## config.mk

```make
export PLATFORM = sky130hd
export DESIGN_NAME = serial_add_ctrl
export DESIGN_NICKNAME = d
export VERILOG_FILES = /design/src/rtl/serial_add_ctrl.sv
export SDC_FILE = /design/constraint.sdc
export NUM_CORES = 1
export LEC_CHECK = 0
export BUFFER_PORTS_ARGS = -buffer_cell sky130_fd_sc_hd__buf_4
export CAP_MARGIN = 20
export CORE_UTILIZATION = 50
export CTS_CLUSTER_SIZE = 40
export DETAILED_ROUTE_END_ITERATION = 6
export PLACE_DENSITY = 0.73
export SYNTH_ARGS = -nofsm -noshare
export SYNTH_HDL_FRONTEND = slang
export SYNTH_SLANG_ARGS = --single-unit
```

## constraint.sdc

```tcl
create_clock -name clk -period 2.9 [get_ports clk]
set_input_delay 0.725 -clock clk [delete_from_list [all_inputs] [get_ports clk]]
set_output_delay 0.725 -clock clk [all_outputs]
set_load 0.03 [all_outputs]
```

## src/rtl/serial_add_ctrl.sv

```systemverilog
// serial_add_ctrl: LSB-first bit-serial add/sub sequencer for an external full-adder cell.
// Define SERIAL_ADD_ABORT_EN to add an abort input that cancels a RUN.
module serial_add_ctrl #(
  parameter int WIDTH = 8
) (
  input  logic             clk,
  input  logic             rst_n,
  input  logic             start,
`ifdef SERIAL_ADD_ABORT_EN
  input  logic             abort,
`endif
  input  logic             sub,
  input  logic [WIDTH-1:0] a,
  input  logic [WIDTH-1:0] b,
  output logic             bit_a,
  output logic             bit_b,
  output logic             bit_cin,
  input  logic             bit_s,
  input  logic             bit_c,
  output logic             busy,
  output logic             done,
  output logic [WIDTH-1:0] result,
  output logic             cout,
  output logic             overflow,
  output logic             zero
);

  localparam int CW = $clog2(WIDTH);
  localparam logic [CW-1:0] LAST = CW'(WIDTH - 1);

  typedef enum logic [1:0] {
    IDLE,
    RUN,
    FIN
  } state_t;

  state_t          state;
  state_t          state_nxt;
  logic [WIDTH-1:0] a_sh;
  logic [WIDTH-1:0] b_sh;
  logic [WIDTH-1:0] res_sh;
  logic [CW-1:0]    count;
  logic             sub_r;
  logic             carry_r;
  logic             cmsb;
  logic             abort_req;

`ifdef SERIAL_ADD_ABORT_EN
  assign abort_req = abort;
`else
  assign abort_req = 1'b0;
`endif

  always_ff @(posedge clk or negedge rst_n) begin
    if (!rst_n) begin
      state <= IDLE;
    end else begin
      state <= state_nxt;
    end
  end

  always_comb begin
    state_nxt = state;
    busy      = 1'b0;
    bit_a     = 1'b0;
    bit_b     = 1'b0;
    bit_cin   = 1'b0;
    unique case (state)
      IDLE: begin
        if (start) state_nxt = RUN;
      end
      RUN: begin
        busy    = 1'b1;
        bit_a   = a_sh[0];
        bit_b   = b_sh[0] ^ sub_r;
        bit_cin = carry_r;
        if (abort_req) begin
          state_nxt = IDLE;
        end else if (count == LAST) begin
          state_nxt = FIN;
        end
      end
      FIN: begin
        state_nxt = IDLE;
      end
      default: begin
        state_nxt = IDLE;
      end
    endcase
  end

  // Subtraction seeds the carry with 1 so the cell computes A + ~B + 1.
  always_ff @(posedge clk or negedge rst_n) begin
    if (!rst_n) begin
      a_sh     <= '0;
      b_sh     <= '0;
      res_sh   <= '0;
      count    <= '0;
      sub_r    <= 1'b0;
      carry_r  <= 1'b0;
      cmsb     <= 1'b0;
      done     <= 1'b0;
      result   <= '0;
      cout     <= 1'b0;
      overflow <= 1'b0;
      zero     <= 1'b0;
    end else begin
      done <= (state == FIN);
      unique case (state)
        IDLE: begin
          if (start) begin
            a_sh    <= a;
            b_sh    <= b;
            sub_r   <= sub;
            carry_r <= sub;
            count   <= '0;
          end
        end
        RUN: begin
          if (abort_req) begin
            a_sh    <= '0;
            b_sh    <= '0;
            res_sh  <= '0;
            carry_r <= 1'b0;
            count   <= '0;
          end else begin
            res_sh  <= {bit_s, res_sh[WIDTH-1:1]};
            a_sh    <= a_sh >> 1;
            b_sh    <= b_sh >> 1;
            carry_r <= bit_c;
            count   <= count + CW'(1);
            if (count == LAST) cmsb <= carry_r;
          end
        end
        FIN: begin
          result   <= res_sh;
          cout     <= carry_r;
          overflow <= cmsb ^ carry_r;
          zero     <= (res_sh == '0);
        end
        default: begin
        end
      endcase
    end
  end

endmodule

```

==> results of run 1 <==
-- synth_stat cells --
library cell  number
buf_2              4
buf_4              4
a22o_1             2
a22oi_1            7
nor2_1             3
nor4_1             2
inv_1              2
inv_2              1
and3b_1            8
and2_1             2
dfrtp_1           44
nand2_1           45
ha_1               2
o21ai_1           13
clkbuf_2           1
mux2_2             4
a21oi_1           11
o21bai_4           1
buf_6              1
mux2_1             7
nor2b_1            5
nand2b_4           1
clkbuf_1           1
o21ai_0            7
nand2b_1           1
xnor2_1            2
-- critical path: cells and delay by family (launching register included) --
family                 cells  cell delay [ps]
DFF                        1              380
buffers and inverters      2              430
and+or+nand+nor            2              490
-- per-layer routing --
layer  part of all wire, %  vias up  wire length [um]  track usage [%]
met1                    44      645              1510             22.6
li1                      -      683                 -                -
met3                   4.3        6               148             6.96
met4                   1.5        0                51             6.25
met2                    50       38              1700             30.9
met5                     0        -                 0                0
-- flip-flops by register name, summed over array words and instances, names as in the netlist, 2 cells and up --
signal  count
result      8
count       3
b_sh        8
a_sh        8
state       2
res_sh      8
-- per-stage QoR --
step                hold slack, ps  cells
floorplan                      429    181
global route                   448    264
detailed placement             476    257
finish                         407    264
CTS                            436    264
global placement               463    257
-- final cells by class --
class / count / area share [%]
clock buffers: 6 / 3.18
clock inverters: 1 / 0.220
well taps: 48 / 2.63
repair buffers: 39 / 12.8
inverters: 3 / 0.494
flip-flops and latches: 44 / 48.3
multi-input cells: 123 / 32.3
-- path summary, 6_finish.rpt --
check,from,slack (ps),to
min reg2reg,b_sh[2]$_DFFE_PN0P_,490,b_sh[2]$_DFFE_PN0P_
max in group asynchronous,rst_n,2120,a_sh[0]$_DFFE_PN0P_
max,state[1]$_DFFE_PN0P_,590,bit_cin
max reg2reg,state[0]$_DFFE_PN0P_,1420,a_sh[1]$_DFFE_PN0P_
min,rst_n,410,result[5]$_DFFE_PN0P_
min in group clk,b_sh[2]$_DFFE_PN0P_,490,b_sh[2]$_DFFE_PN0P_
-- kinds of logic (layout without fill, tap and decap cells) --
kind of cell	count (synthesis)	count (layout)	share of synthesized area, %
compound gates	41	41	12.7
flops	44	44	57.4
xor+xnor	2	2	0.913
simple gates	67	67	17.0
mux	11	11	6.45
fa+ha+maj	2	2	1.30
buf+inv	14	49	4.24
-- power by group --
group / switching (mW) / total, mW / internal (mW)
clock: 0.186 / 0.350 / 0.164
combinational: 0.540 / 0.929 / 0.389
sequential: 0.164 / 1.03 / 0.861
total: 0.890 / 2.30 / 1.41
==> metrics, run 1 <==
clock-pin slew on the worst setup and hold paths 80 ps; setup TNS 0 ps; max-slew violation count 0; layout cell share with drive strength beyond 1 between 20% and 30%; Initial DRC Count 53; root buffer cell clkbuf_8; IR Drop Worst-Case VDD between 0.4 and 0.5 mV; Tightest Pin Transition 567 ps; post-cts repair resize count 0; commonest non-fill, non-tap cell in the layout nand2_1; Cell Area, Placed 2200 um^2; Max transition margin between 60% and 70%; nets@finish 240; critical path startpoint category flip-flop; drt first pass iters 4; Final period util 79.6%; GRT Total Usage 18.8%; CTS Sinks 44; yosys warns 0; clk_skew 4.38 ps; final core occ between 60% and 70%; Vias around 1400; I/O Buffers 37; Die Y 64.0 um; critical path arrival 1580 ps; RSZ-0062 raised after global routing false; antenna violations before repair 0; Area Growth Syn to Fin 18.8%; CP required between 2000 and 2500 ps; status finished clean; Antenna Cells 0; Pwr Density 1010 nW/um^2; Top Ports 38; CTS tree built; maximum clock insertion buffer count 2; syn avg cell area roughly 11 um^2; starting density of the core 52.4%; Power, Total 2.30 mW; Rows 22; Distinct cells, synth 26; worst-skew pair later-pin latency between 200 and 300 ps; min Tclk post-route 2310 ps; fmax 433 MHz; area occupied by multi-input gates about 740 um^2; pin count of the biggest net entering global routing between 40 and 50; P_leak approximately 1.2 nW; Worst Hold Class in -> async; wire length per cell around 13 um; Hold Vio Cnt, Final 0; commonest non-fill, non-tap cells in the layout 45 x nand2_1, 44 x dfrtp_1, 39 x buf_4; vias per cell 5.20; Cells after Synth 181; CP cell instances nand2b_1, inv_2, and2_1, buf_4; slowest stage delay, CP 380 ps; Detail Route Antenna Nets 0; CTS buffer count 5; Post-Syn Nets 205; top cell type's share of synthesized area 57.4%; GR Overflow Total 0; post-CTS setup-driven buffer insertion count 0; cts hold-fix bufs 0; Die Wd 64.0 um; top cells by area, synth dfrtp_1 57%, nand2_1 8.8%, mux2_1 4.1%; dpl hpwl 2450 um; FF+latch count, synth 44; Yosys top cell by area dfrtp_1; max_cap viols 0; Finished Cell Area around 2300 um^2; critical path endpoint category output port; H-tree levels 2; sequential-to-total area share from yosys stat between 50 and 60%; Critical Path Fanout Max 13; core area 3660 um^2; Register Area approximately 1100 um^2; pre-CTS WS about 890 ps; final setup vio count 0; global-route wire length before repair 5770 um; synthesized cell area roughly 1900 um^2; DRC errors left 0; vias in the first global route around 1300; total die area 4090 um^2; slowest CP cell dfrtp_1; drt total wl 3410 um; Filler cells a little over 300; final worst slack between 500 and 600 ps; R2R cell count 4; Setup Crit Path Kind reg -> out; GPL Wtd Cong between 0.7 and 0.8
Power figures use the tool's default switching activity.
==> inputs of run 2 (changes only) <==
clock period = 2.3 ns   (was 2.9 ns; I/O delays follow)
==> metrics, run 2 (synthesis results as in run 1) <==
met3 wire len 188 um (+27%); root buffer cell clkbuf_8; vias in the first global route 1342 (+5.5%); commonest non-fill, non-tap cell in the layout nand2_1; Critical R2R Launch state[0]$_DFFE_PN0P_; RSZ-0062 raised after global routing false; Int Pwr 1.96 mW (+39%); R2R cell count 4 (unchanged); IR Drop Worst-Case VDD 0.704 mV (+69%); GPL Wtd Cong 0.732 (-0.19%); cts hold-fix bufs 0 (unchanged); clock power share 20.5% (+5.3 points); Hold WS 267 ps (-140 ps); fmax 463 MHz; global-route wire length before repair 6330 um (+9.8%); wire length on met2 1870 um (+10%); antenna violations before repair 0 (unchanged); Critical Path Sink bit_cin; total die area 4090 um^2 (unchanged); layout cell share with drive strength beyond 1 24.9% (+0.81 points); clock-pin slew on the worst setup and hold paths 80 ps (about the same); CTS Sinks 44 (unchanged); Comb power frac 37.8% (-2.5 points); P_leak 1.18 nW (+2.0%); Worst R2R End b_sh[1]$_DFFE_PN0P_; pre-CTS WS 457 ps (-435 ps); starting density of the core 52.4% (unchanged); GRT Total Usage 20.8% (+2.0 points); wire length per cell 13.7 um (+6.4%); critical path endpoint category output port; CTS buffer count 5 (unchanged); Detail Route Antenna Nets 0 (unchanged); Vias 1401 (+2.1%); pin count of the biggest net entering global routing 45 (unchanged); Area Growth Syn to Fin 21.3%; status finished clean; sw power 1.16 mW (+30%); drt total wl 3640 um (+6.8%); final setup vio count 0 (unchanged); max-slew violation count 0 (unchanged); Pwr Density 1340 nW/um^2 (+33%); commonest non-fill, non-tap cells in the layout 45 x nand2_1, 44 x dfrtp_1, 39 x buf_4; Final period util 93.8%; Setup Crit Path Kind reg -> out; Antenna Cells 0 (unchanged); Die Wd 64.0 um (unchanged); vias per cell 5.29 (+1.7%); crit path from state[1]$_DFFE_PN0P_; Critical Path Fanout Max 13 (unchanged); CP required 1730 ps (-440 ps); post-CTS setup-driven buffer insertion count 0 (unchanged); min Tclk post-route around 2200 ps; nets@finish 240 (unchanged); I/O Buffers 37 (unchanged); maximum clock insertion buffer count 2 (unchanged); Initial DRC Count 90 (+70%); setup TNS 0 ps (unchanged); M1 WL 1520 um (+0.46%); clk_skew 2.06 ps (-2.32 ps); critical path arrival 1580 ps (about the same); Rows 22 (unchanged); Highest Signal Layer met4; flop2flop setup slack 800 ps (-620 ps); drt first pass iters 4 (unchanged); critical path startpoint category flip-flop; H-tree levels 2 (unchanged); Hold Vio Cnt, Final 0 (unchanged); Die Y 64.0 um (unchanged); switch share 37.2% (-1.5 points); Top Ports 38 (unchanged); Worst Hold Class in -> async; final worst slack 141 ps (-451 ps); post-cts repair resize count 0 (unchanged); worst-skew pair later-pin latency 300 ps (about the same); core area 3660 um^2 (unchanged); max_cap viols 0 (unchanged); Tightest Pin Transition 567 ps (-0.0717 ps); DRC errors left 0 (unchanged); Max transition margin 62.1% (about the same); dpl hpwl 2570 um (+4.7%); Flop pwr share 41.6% (-2.9 points); CTS tree built; GR Overflow Total 0 (unchanged); Non-Filler Instances 265 (+0.38%); Placed Cells 257 (unchanged)
run 2: layer usage:
| layer | track usage (%) | vias to the layer above |
|---|---|---|
| met2 | 33.8 | 38 |
| met5 | 0 | - |
| met1 | 25.7 | 669 |
| li1 | - | 686 |
| met3 | 6.25 | 8 |
| met4 | 8.52 | 0 |
run 2: worst min path at each step:
| stage | startpoint | to | slack, ps |
|---|---|---|---|
| 6_report | rst_n | result[6]$_DFFE_PN0P_ | 270 |
| 5_1_grt | rst_n | res_sh[7]$_DFFE_PN0P_ | 300 |
| 4_1_cts | rst_n | result[4]$_DFFE_PN0P_ | 270 |
| 3_5_place_dp | b_sh[3]$_DFFE_PN0P_ | b_sh[3]$_DFFE_PN0P_ | 480 |
| 3_3_place_gp | zero$_DFFE_PN0P_ | zero$_DFFE_PN0P_ | 460 |
| 2_1_floorplan | rst_n | a_sh[0]$_DFFE_PN0P_ | 280 |
run 2: cell type report:
cell class	count	area, um^2
Clock inverter	1	30.0
Timing Repair Buffer	39	293
Tap cell	48	60.1
Sequential cell	44	1100
Multi-Input combinational cell	123	737
Fill cell	320	1330
Clock buffer	7	96.3
Inverter	3	11.3
run 2: power by group through the flow:
stage                     clock [mW]  combinational (mW)  sequential, mW
after floorplan                    0               0.746            1.40
after global routing           0.687                1.31            1.35
after CTS                      0.649                1.20            1.30
final                          0.641                1.18            1.30
after detailed placement           0                1.20            1.32
after global placement             0                1.15            1.29
run 2: critical path: stages, from the launching register on:
cell and delay, ps:
dfrtp_1 380, nand2b_1 310, inv_2 270, and2_1 170, buf_4 160
run 2: metrics by stage:
| stage | util, % | power [mW] | instance area, um^2 |
|---|---|---|---|
| floorplan | - | 2.14 | 1920 |
| global placement | 60.2 | 2.44 | 2200 |
| detailed placement | 60.2 | 2.52 | 2200 |
| CTS | 63.6 | 3.16 | 2330 |
| global route | 63.6 | 3.34 | 2330 |
| finish | 63.6 | 3.12 | 2330 |
